File: config.mk
export PLATFORM = sky130hd
export DESIGN_NAME = wb_port_arbiter
export DESIGN_NICKNAME = d
export VERILOG_FILES = /design/src/rtl/wb_port_arbiter_pkg.sv /design/src/rtl/wb_port_arbiter_fifo.sv /design/src/rtl/wb_port_arbiter.sv
export SDC_FILE = /design/constraint.sdc
export NUM_CORES = 1
export LEC_CHECK = 0
export BUFFER_PORTS_ARGS = -buffer_cell sky130_fd_sc_hd__buf_4
export CAP_MARGIN = 30
export CORE_AREA = 4 4 93 95
export CTS_CLUSTER_SIZE = 30
export DETAILED_ROUTE_END_ITERATION = 8
export DIE_AREA = 0 0 97 99
export PLACE_DENSITY = 0.59
export RECOVER_POWER = 25
export SETUP_SLACK_MARGIN = 0.4
export SLEW_MARGIN = 20
export SYNTH_ARGS = -nofsm -noshare
export SYNTH_HDL_FRONTEND = slang
export SYNTH_HIERARCHICAL = 1
export SYNTH_SLANG_ARGS = --single-unit
File: constraint.sdc
create_clock -name clk -period 3.17 [get_ports clk]
set_input_delay 0.317 -clock clk [delete_from_list [all_inputs] [get_ports clk]]
set_output_delay 0.317 -clock clk [all_outputs]
set_load 0.02 [all_outputs]
File: src/rtl/wb_port_arbiter_pkg.sv
// Shared LC-3b register-file types and the writeback-port arbiter state encoding.
package lc3b_types;

   typedef logic [2:0]  lc3b_reg;
   typedef logic [15:0] lc3b_word;

   typedef enum logic {
      NORMAL,
      STARVED
   } wb_arb_state_t;

endpackage

File: src/rtl/wb_port_arbiter_fifo.sv
// wb_return_fifo: synchronous FIFO buffering load returns; pops and pushes may share a cycle.
module wb_return_fifo #(
   parameter int unsigned WIDTH = 19,
   parameter int unsigned DEPTH = 2
) (
   input  logic                     clk,
   input  logic                     reset,
   input  logic                     push,
   input  logic [WIDTH-1:0]         push_data,
   input  logic                     pop,
   output logic [WIDTH-1:0]         head,
   output logic [$clog2(DEPTH):0]   count
);

   localparam int unsigned AW = $clog2(DEPTH);
   localparam int unsigned CW = AW + 1;

   logic [WIDTH-1:0] mem [DEPTH];
   logic [AW-1:0]    wr_ptr;
   logic [AW-1:0]    rd_ptr;
   logic             do_push;
   logic             do_pop;

   assign do_push = push && (count != CW'(DEPTH));
   assign do_pop  = pop && (count != '0);
   assign head    = mem[rd_ptr];

   // DEPTH is a power of two, so pointer overflow is the modulo wrap.
   always_ff @(posedge clk) begin
      if (reset) begin
         wr_ptr <= '0;
         rd_ptr <= '0;
         count  <= '0;
      end else begin
         if (do_push) wr_ptr <= wr_ptr + AW'(1);
         if (do_pop)  rd_ptr <= rd_ptr + AW'(1);
         case ({do_push, do_pop})
            2'b10:   count <= count + CW'(1);
            2'b01:   count <= count - CW'(1);
            default: ;
         endcase
      end
   end

   always_ff @(posedge clk) begin
      if (do_push) mem[wr_ptr] <= push_data;
   end

endmodule

File: src/rtl/wb_port_arbiter.sv
// Arbitrates the register-file write port between pipeline writeback and buffered load returns.
// Optional statistics counters are enabled by defining WB_PORT_ARBITER_STATS_EN.
module wb_port_arbiter
   import lc3b_types::*;
#(
   parameter int unsigned DATA_WIDTH = 16,
   parameter int unsigned FIFO_DEPTH = 2,
   parameter int unsigned MAX_WAIT   = 3
) (
   input  logic                          clk,
   input  logic                          reset,
   input  logic                          pipe_valid,
   input  lc3b_reg                       pipe_dest,
   input  logic [DATA_WIDTH-1:0]         pipe_data,
   output logic                          pipe_ready,
   input  logic                          mem_valid,
   input  lc3b_reg                       mem_dest,
   input  logic [DATA_WIDTH-1:0]         mem_data,
   output logic                          mem_ready,
   output logic                          rf_we,
   output lc3b_reg                       rf_idx,
   output logic [DATA_WIDTH-1:0]         rf_data,
   output logic                          sb_release,
   output lc3b_reg                       sb_release_idx,
   output logic [$clog2(FIFO_DEPTH):0]   fifo_count
`ifdef WB_PORT_ARBITER_STATS_EN
   ,
   output logic [15:0]                   stat_stall_cycles,
   output logic [15:0]                   stat_drops,
   output logic [15:0]                   stat_forced
`endif
);

   localparam int unsigned CW = $clog2(FIFO_DEPTH) + 1;
   localparam int unsigned WW = $clog2(MAX_WAIT + 1);
   localparam logic [CW-1:0] DEPTH_C  = CW'(FIFO_DEPTH);
   localparam logic [WW-1:0] WAIT_MAX = WW'(MAX_WAIT);

   wb_arb_state_t                state, state_n;
   logic [WW-1:0]                wait_cnt, wait_n;
   logic [DATA_WIDTH+2:0]        head;
   lc3b_reg                      head_dest;
   logic [DATA_WIDTH-1:0]        head_data;
   logic                         fifo_empty;
   logic                         pop;
   logic                         grant_pipe;
   logic                         grant_head;
   logic                         drop;

   assign mem_ready  = (fifo_count < DEPTH_C);
   assign fifo_empty = (fifo_count == '0);
   assign head_dest  = head[DATA_WIDTH+2:DATA_WIDTH];
   assign head_data  = head[DATA_WIDTH-1:0];

   wb_return_fifo #(
      .WIDTH (DATA_WIDTH + 3),
      .DEPTH (FIFO_DEPTH)
   ) u_fifo (
      .clk       (clk),
      .reset     (reset),
      .push      (mem_valid && mem_ready),
      .push_data ({mem_dest, mem_data}),
      .pop       (pop),
      .head      (head),
      .count     (fifo_count)
   );

   always_ff @(posedge clk) begin
      if (reset) begin
         state    <= NORMAL;
         wait_cnt <= '0;
      end else begin
         state    <= state_n;
         wait_cnt <= wait_n;
      end
   end

   always_comb begin
      state_n    = state;
      wait_n     = wait_cnt;
      pipe_ready = (state == NORMAL);
      pop        = 1'b0;
      grant_pipe = 1'b0;
      grant_head = 1'b0;
      drop       = 1'b0;
      case (state)
         NORMAL: begin
            if (pipe_valid) begin
               grant_pipe = 1'b1;
               if (!fifo_empty) begin
                  // Same destination: the buffered load is older, so its write is dead.
                  if (head_dest == pipe_dest) begin
                     drop   = 1'b1;
                     pop    = 1'b1;
                     wait_n = '0;
                  end else if (wait_cnt != WAIT_MAX) begin
                     wait_n = wait_cnt + WW'(1);
                  end
               end
            end else if (!fifo_empty) begin
               grant_head = 1'b1;
               pop        = 1'b1;
               wait_n     = '0;
            end
            if (wait_n == WAIT_MAX) state_n = STARVED;
         end
         STARVED: begin
            grant_head = !fifo_empty;
            pop        = !fifo_empty;
            wait_n     = '0;
            state_n    = NORMAL;
         end
         default: state_n = NORMAL;
      endcase
   end

   always_ff @(posedge clk) begin
      if (reset) begin
         rf_we          <= 1'b0;
         rf_idx         <= '0;
         rf_data        <= '0;
         sb_release     <= 1'b0;
         sb_release_idx <= '0;
      end else begin
         rf_we      <= grant_pipe || grant_head;
         sb_release <= grant_head || drop;
         if (grant_pipe) begin
            rf_idx  <= pipe_dest;
            rf_data <= pipe_data;
         end else if (grant_head) begin
            rf_idx  <= head_dest;
            rf_data <= head_data;
         end
         if (grant_head || drop) sb_release_idx <= head_dest;
      end
   end

`ifdef WB_PORT_ARBITER_STATS_EN
   always_ff @(posedge clk) begin
      if (reset) begin
         stat_stall_cycles <= '0;
         stat_drops        <= '0;
         stat_forced       <= '0;
      end else begin
         if (pipe_valid && !pipe_ready && stat_stall_cycles != '1)
            stat_stall_cycles <= stat_stall_cycles + 16'd1;
         if (drop && stat_drops != '1)
            stat_drops <= stat_drops + 16'd1;
         if (state == STARVED && grant_head && stat_forced != '1)
            stat_forced <= stat_forced + 16'd1;
      end
   end
`endif

endmodule

==> summary.txt, run 1 <==
Power share of the combinational group: 0.310
Setup TNS: 0 ns
Startpoint types: register
Antenna violations before repair: 0
Post-Syn Area: 2882 um2
Final Hold Viols: 0
Int Power: 2085 uW
Gpl congestion: 0.6864
HP Class: in2reg
Post-route DRC violation count: 0
Max Freq: 0.4173 GHz
Post-Route WL: 5725 um
Core ar.: 7727 um2
Met2 wire length: 2774 um
Crit Path Class: reg2reg
Critical Path End Type: register
Critical path arrival: 2.66 ns
Die area: 9603 um2
Post-synthesis sequential area ratio: 0.6183
Primary FF master, synth: edfxtp_1
Layout Skew: 0.006687 ns
Core occupancy in the finished layout: 0.4767
Cts hold-fix bufs: 0
CP max FO: 5
Row count: 32
Clk sinks: 70
Worst vdd ir: 0.2820 mV
Max clock buf depth: 2
Top Ports: 70
Multi-input logic area: 1011 um2
Fin Hold WS: 0.1847 ns
Layout cell share with drive strength beyond 1: 0.4042
RSZ-0062 raised after global routing: false
DR iter-0 viols: 61
Later-pin clock latency in the skew report: 0.33 ns
Antenna Violating Nets Remaining: 0
Post-synth ARST share: 0
Clock root buffer master: clkbuf_8
Worst path required time: 3.43 ns
Met3 wire length: 404 um
Run status: finished clean
Area Growth Syn to Fin: 27.83%
Number of synthesized register bits: 70
Total power: 3042 uW
Top layer used by detailed routing: met4
GRT Util Overall: 0.1210
First-pass GRT wire length: 9177 um
Routed via count: 1839
Setup violators final: 0
Least-Margin Pin Slew: 0.8272 ns
Fin nets: 325
Max cap viols: 0
LEAKAGE: 0.001453 uW
Final Slew Violations: 0
Reg2reg path depth: 8
Psw: 956.8 uW
DP HPWL: 3899 um
Chip width: 97 um
Register area: 1782 um2
PwrDens: 825.8 nW/um2
Die Span Y: 99 um
Most frequent cells in the layout: 55 x buf_4, 38 x edfxtp_1, 32 x dfxtp_1, 23 x nor2_1, 22 x mux2i_1
Pre-CTS WS: 0.7568 ns
CTS tree: done
Via density: 4.728
Clock slew at reported path FFs: 0.07 ns
Initial core utilization: 0.3729
CTS H-Tree Depth: 3
First-pass detailed-route iteration total: 4
Final worst-path cycle share: 0.7559
Cell variety after synth: 34
Total gr overflow: 0
Setup Buffers After CTS: 0
Worst setup path endpoint: u_fifo/count[1]
Post-CTS resize count: 0
Sequential Power Share: 0.419
Relative slew margins: 0.4479
Clock Power Share: 0.271
Number of flops mapped to enable cells by yosys: 38
Syn Inst Count: 210
Number of global-route vias before repair: 1798
R2r setup slk: 0.77 ns
M1 WL: 2494 um
Synth Net Count: 253
Filler cell count: 716
# port buffers: 69
Largest net degree at the start of global routing: 40
Antenna cells: 0
Ys Warns: 6
Fin worst setup slack: 0.7738 ns
Final Critical Period: 2.396 ns
R2r endpoint: u_fifo/count[1]
Syn avg cell area: 13.72 um2
Sw frac: 0.3145
Commonest non-fill, non-tap cell in the layout: buf_4
DR WL/cell: 14.72 um
Total CTS buffers: 9
-- power groups by stage --
stage / clock, uW / sequential (uW) / combinational [uW]
CTS: 844 / 1280 / 966
global route: 880 / 1300 / 1030
floorplan: 0 / 1390 / 565
detailed placement: 0 / 1300 / 962
finish: 824 / 1280 / 941
global placement: 0 / 1290 / 957
-- sequential cells by signal (all words and copies together), names as in the netlist, named ones only --
signal	flops
u_fifo/count	2
rf_we	1
u_fifo/mem	38
sb_release	1
rf_idx	3
u_fifo/wr_ptr	1
wait_cnt	2
u_fifo/rd_ptr	1
sb_release_idx	3
state	1
rf_data	16
-- Yosys cell counts (2+ instances only) --
library cell / n / share of area
nor2_1: 24 / 0.031
dfxtp_1: 32 / 0.22
mux2i_1: 22 / 0.076
nand2b_1: 5 / 0.011
a21oi_1: 3 / 0.0052
a211oi_2: 10 / 0.043
nor2b_1: 3 / 0.0065
nand2_1: 2 / 0.0026
mux2_2: 19 / 0.074
edfxtp_1: 38 / 0.40
xnor2_1: 5 / 0.015
a211oi_1: 9 / 0.023
buf_6: 3 / 0.012
buf_4: 2 / 0.0052
or2b_1: 3 / 0.0078
o21ai_0: 3 / 0.0052
buf_2: 4 / 0.0069
inv_1: 4 / 0.0052
nand3_1: 4 / 0.0069
-- critical path, cell delays in order (launching register included) --
cell,delay [ns]
dfxtp_1,0.39
mux2_2,0.38
xnor2_1,0.20
nand3_2,0.11
a21oi_2,0.30
o21a_1,0.21
ha_1,0.26
or3_1,0.35
a21oi_1,0.13
-- per-layer routing --
| metal | vias up | global-route usage |
|---|---|---|
| met5 | - | 0 |
| met4 | 0 | 0.04212 |
| met3 | 5 | 0.04459 |
| met2 | 48 | 0.1948 |
| met1 | 876 | 0.1502 |
| li1 | 910 | - |
-- cell families (layout without fill, tap and decap cells) --
group                      Yosys count  count (layout)  synth area share
AOI/OAI and AO/OA                   29              29           0.08901
xor gates and xnor gates             6               6           0.01824
adders and majority gates            1               1          0.004341
buffers and inverters               15              92           0.03169
DFF                                 70              70            0.6183
muxes                               41              41            0.1507
and+or+nand+nor                     48              48           0.08772
-- cell type report --
type / count / share of cell area
sequential: 70 / 0.4837
multi-input combinational: 125 / 0.2745
timing repair buffer: 72 / 0.1396
clock buffer: 11 / 0.04144
tap: 102 / 0.03465
clock inverter: 5 / 0.02208
inverter: 4 / 0.004076
-- through the flow --
stage / std cells / instance area (um2)
after global placement: 373 / 3476
final: 389 / 3684
after floorplan: 210 / 2882
after global routing: 389 / 3684
after CTS: 389 / 3710
after detailed placement: 373 / 3476
-- how the worst min path moves through the flow --
stage | to | cells past startpoint | slack [ns] | from
2_1_floorplan | u_fifo/count[1] | 1 | 0.39 | reset
3_3_place_gp | sb_release_idx[2] | 2 | 0.47 | sb_release_idx[2]
3_5_place_dp | sb_release_idx[2] | 2 | 0.46 | sb_release_idx[2]
4_1_cts | u_fifo/mem[0][13] | 1 | 0.15 | mem_data[13]
5_1_grt | u_fifo/mem[1][0] | 1 | 0.17 | mem_data[0]
6_report | u_fifo/mem[0][8] | 1 | 0.18 | mem_data[8]
Power figures use the tool's default switching activity.
==> run 2: changes to the inputs <==
- ABC_AREA: default -> 1
- PLACE_DENSITY: 0.59 -> 0.61
- clock period: 3.17 -> 1.99 ns (I/O delays scaled with it)
==> run 2 against run 1 <==
Effect of this change: cell area is 3.3% higher; clock-buffer cell count is 2 lower; total power is 49% higher; sequential share of layout area is 1.4 points lower; synthesized cell count is 31% higher; setup slack worse by 0.65 ns; via count is 16% higher; register-to-register slack worse by 0.65 ns; non-clock buffer count is 12 higher; critical path depth is 8 higher; critical path type unchanged; largest cell class unchanged; largest power group unchanged; highest routed layer unchanged.
==> summary.txt, run 2 <==
Core ar.: 7727 um2 (unchanged)
DR WL/cell: 13.29 um (was 14.72 um)
Cts hold-fix bufs: 0 (unchanged)
Gpl congestion: 0.8069 (was 0.6864)
Ys Warns: 6 (unchanged)
Layout cell share with drive strength beyond 1: 0.3781 (was 0.4042)
Clock root buffer master: clkbuf_8 (unchanged)
Number of flops mapped to enable cells by yosys: 38 (unchanged)
Total gr overflow: 0 (unchanged)
Syn avg cell area: 10.58 um2 (was 13.72 um2)
Die Span Y: 99 um (unchanged)
Commonest non-fill, non-tap cell in the layout: buf_4 (unchanged)
Cell variety after synth: 23 (was 34)
Die area: 9603 um2 (unchanged)
# port buffers: 69 (unchanged)
RSZ-0062 raised after global routing: true (was false)
Relative slew margins: 0.7600 (was 0.4479)
Syn Inst Count: 276 (was 210)
Largest regs: u_fifo/mem (38), rf_data (16) (unchanged)
Post-synthesis sequential area ratio: 0.6104 (was 0.6183)
GRT Util Overall: 0.1327 (was 0.1210)
DR iter-0 viols: 137 (was 61)
Startpoint types: register (unchanged)
Worst path required time: 2.26 ns (was 3.43 ns)
Clock slew at reported path FFs: 0.08 ns (was 0.07 ns)
Post-Synth Simple-Gate Area: 0.1380 (was 0.08771)
Number of synthesized register bits: 70 (unchanged)
Largest net degree at the start of global routing: 37 (was 40)
LEAKAGE: 0.001570 uW (was 0.001453 uW)
Final Hold Viols: 0 (unchanged)
Max FFs per register: 38 (unchanged)
Max clock buf depth: 2 (unchanged)
Post-route DRC violation count: 0 (unchanged)
Later-pin clock latency in the skew report: 0.34 ns (was 0.33 ns)
Reg with most FFs: u_fifo/mem (unchanged)
HP Class: in2reg (unchanged)
Initial core utilization: 0.3778 (was 0.3729)
First-pass GRT wire length: 10190 um (was 9177 um)
PwrDens: 1188 nW/um2 (was 825.8 nW/um2)
Top-area cell type share of the netlist area: 0.3909 (was 0.3960)
Row count: 32 (unchanged)
Post-Syn Area: 2919 um2 (was 2882 um2)
Synth top cells by count: 51 x nor2_1, 39 x nand2_1, 38 x edfxtp_1 (was 38 x edfxtp_1, 32 x dfxtp_1, 24 x nor2_1)
Number of global-route vias before repair: 2119 (was 1798)
Filler cell count: 730 (was 716)
Post-Synth Adder-Cell Area: 0.004286 (was 0.004342)
DP HPWL: 4259 um (was 3899 um)
Hold path endpoint: u_fifo/mem[0][17] (was u_fifo/mem[0][8])
Clk sinks: 70 (unchanged)
Layout Skew: 0.01391 ns (was 0.006687 ns)
Post-Route WL: 6207 um (was 5725 um)
Total CTS buffers: 9 (unchanged)
Critical Path End Type: register (unchanged)
Max Freq: 0.5369 GHz (was 0.4173 GHz)
Final Slew Violations: 0 (unchanged)
Least-Margin Pin Slew: 0.3596 ns (was 0.8272 ns)
R2r endpoint: u_fifo/count[1] (unchanged)
Antenna cells: 0 (unchanged)
Via density: 4.570 (was 4.728)
Antenna Violating Nets Remaining: 0 (unchanged)
Setup violators final: 0 (unchanged)
Worst vdd ir: 0.4334 mV (was 0.2820 mV)
Area Growth Syn to Fin: 30.35% (was 27.83%)
CTS tree: done (unchanged)
Routed via count: 2134 (was 1839)
HP Start: mem_dest[1] (was mem_data[8])
Synth Net Count: 319 (was 253)
Crit Path Class: reg2reg (unchanged)
Compound-Gate Fraction of Synth Area: 0.09216 (was 0.08901)
Hold Crit Depth: 1 (unchanged)
R2r setup slk: 0.13 ns (was 0.77 ns)
Critical path arrival: 2.14 ns (was 2.66 ns)
Most frequent cells in the layout: 65 x buf_4, 48 x nor2_1, 38 x edfxtp_1, 34 x nand2_1, 30 x dfxtp_1 (was 55 x buf_4, 38 x edfxtp_1, 32 x dfxtp_1, 23 x nor2_1, 22 x mux2i_1)
Post-synth ARST share: 0 (unchanged)
CP max FO: 4 (was 5)
Final worst-path cycle share: 0.9359 (was 0.7559)
Final Critical Period: 1.863 ns (was 2.396 ns)
XOR/XNOR Fraction of Synth Area: 0.003000 (was 0.01824)
Antenna violations before repair: 0 (unchanged)
Setup TNS: 0 ns (unchanged)
Chip width: 97 um (unchanged)
Leading post-synthesis cells by cell area: edfxtp_1 39%, dfxtp_1 22%, nor2_1 6.6%, mux2_4 5.1%, nand2_1 5.0% (was edfxtp_1 40%, dfxtp_1 22%, mux2i_1 7.6%, mux2_2 7.4%, a211oi_2 4.3%)
Fin nets: 403 (was 325)
Cell accounting for the most synthesized area: edfxtp_1 (unchanged)
Largest family of logic cells by synthesized area: simple AND/OR/NAND/NOR gates (was multiplexers)
Pre-CTS WS: 0.01253 ns (was 0.7568 ns)
Run status: finished clean (unchanged)
Max cap viols: 0 (unchanged)
Fin worst setup slack: 0.1275 ns (was 0.7738 ns)
Count leader, synth: nor2_1 (was edfxtp_1)
First-pass detailed-route iteration total: 4 (unchanged)
Reg2reg path depth: 16 (was 8)
Core occupancy in the finished layout: 0.4924 (was 0.4767)
Post-synthesis mux area share: 0.08616 (was 0.1507)
Top Ports: 70 (unchanged)
CTS H-Tree Depth: 3 (unchanged)
Primary FF master, synth: edfxtp_1 (unchanged)
## run 2: changes by cell type after synthesis, moves of 5 or more
cell / before / now
a211oi_1: 9 / 0
a211oi_2: 10 / 0
a21oi_1: 3 / 25
inv_1: 4 / 19
mux2_2: 19 / 9
mux2_4: 0 / 10
mux2i_1: 22 / 0
nand2_1: 2 / 39
nand2b_1: 5 / 0
nor2_1: 24 / 51
o21ai_0: 3 / 17
o21ai_1: 0 / 10
## run 2: per-stage QoR
step	cell area [um2]	cells	hold slack (ns)	power, uW
finish	3805	467	0.06589	4522
global route	3805	467	0.04782	4827
detailed placement	3550	443	0.3882	3448
CTS	3794	465	0.02692	4520
global placement	3550	443	0.3850	3421
floorplan	2957	276	0.2681	3024
## run 2: layout make-up
type / count / area [um2] / area share
Clock inverter: 7 / 47.55 / 0.01250
Sequential cell: 70 / 1787 / 0.4696
Multi-Input combinational cell: 173 / 1021 / 0.2683
Inverter: 22 / 90.09 / 0.02368
Clock buffer: 9 / 123.9 / 0.03256
Timing Repair Buffer: 84 / 608.1 / 0.1598
Tap cell: 102 / 127.6 / 0.03354
## run 2: repair_timing
action,CTS,global route
pin swaps,8,7
hold endpoints to repair,0,0
buffers inserted,6,2
resized for setup,8,10
setup endpoints to repair,4,51
## run 2: cell families (layout without fill, tap and decap cells)
group	after synthesis	count (layout)
mux	19	19
xor+xnor	1	1
compound gates	53	53
buf+inv	33	122
fa+ha+maj	1	1
flops	70	70
simple gates	99	99
## run 2: where the power goes
part,internal [uW],switching (uW)
Clock,454,553
Combinational,688,865
Sequential,1820,138
Total,2970,1560
## run 2: how the worst max path moves through the flow
stage,from,end,slack [ns],cells after the start
global route,register,u_fifo/count[1],-0.09,16
detailed placement,register,u_fifo/count[1],0.01,14
CTS,register,u_fifo/count[1],0.08,16
finish,register,u_fifo/count[1],0.13,16
global placement,register,u_fifo/count[1],0.06,14
floorplan,register,u_fifo/count[1],-0.10,18
## run 2: per-layer routing
metal  vias up  part of all wire  track usage
met1       977              0.48       0.1753
met5         -                 0            0
met4         0             0.014      0.06263
li1       1097                 -            -
met3         6             0.047      0.03185
met2        54              0.46       0.2059
## run 2: critical path: stages (launching register included)
cell,delay [ns]
dfxtp_4,0.38
mux2_4,0.31
inv_2,0.05
nand2_1,0.04
nand2_1,0.07
nand3_2,0.09
nand2_2,0.09
nand2_2,0.07
inv_2,0.05
o21ai_2,0.05
inv_2,0.09
ha_4,0.21
inv_2,0.05
nand2_1,0.04
nor2_1,0.09
nor2_1,0.04
nor2_1,0.08
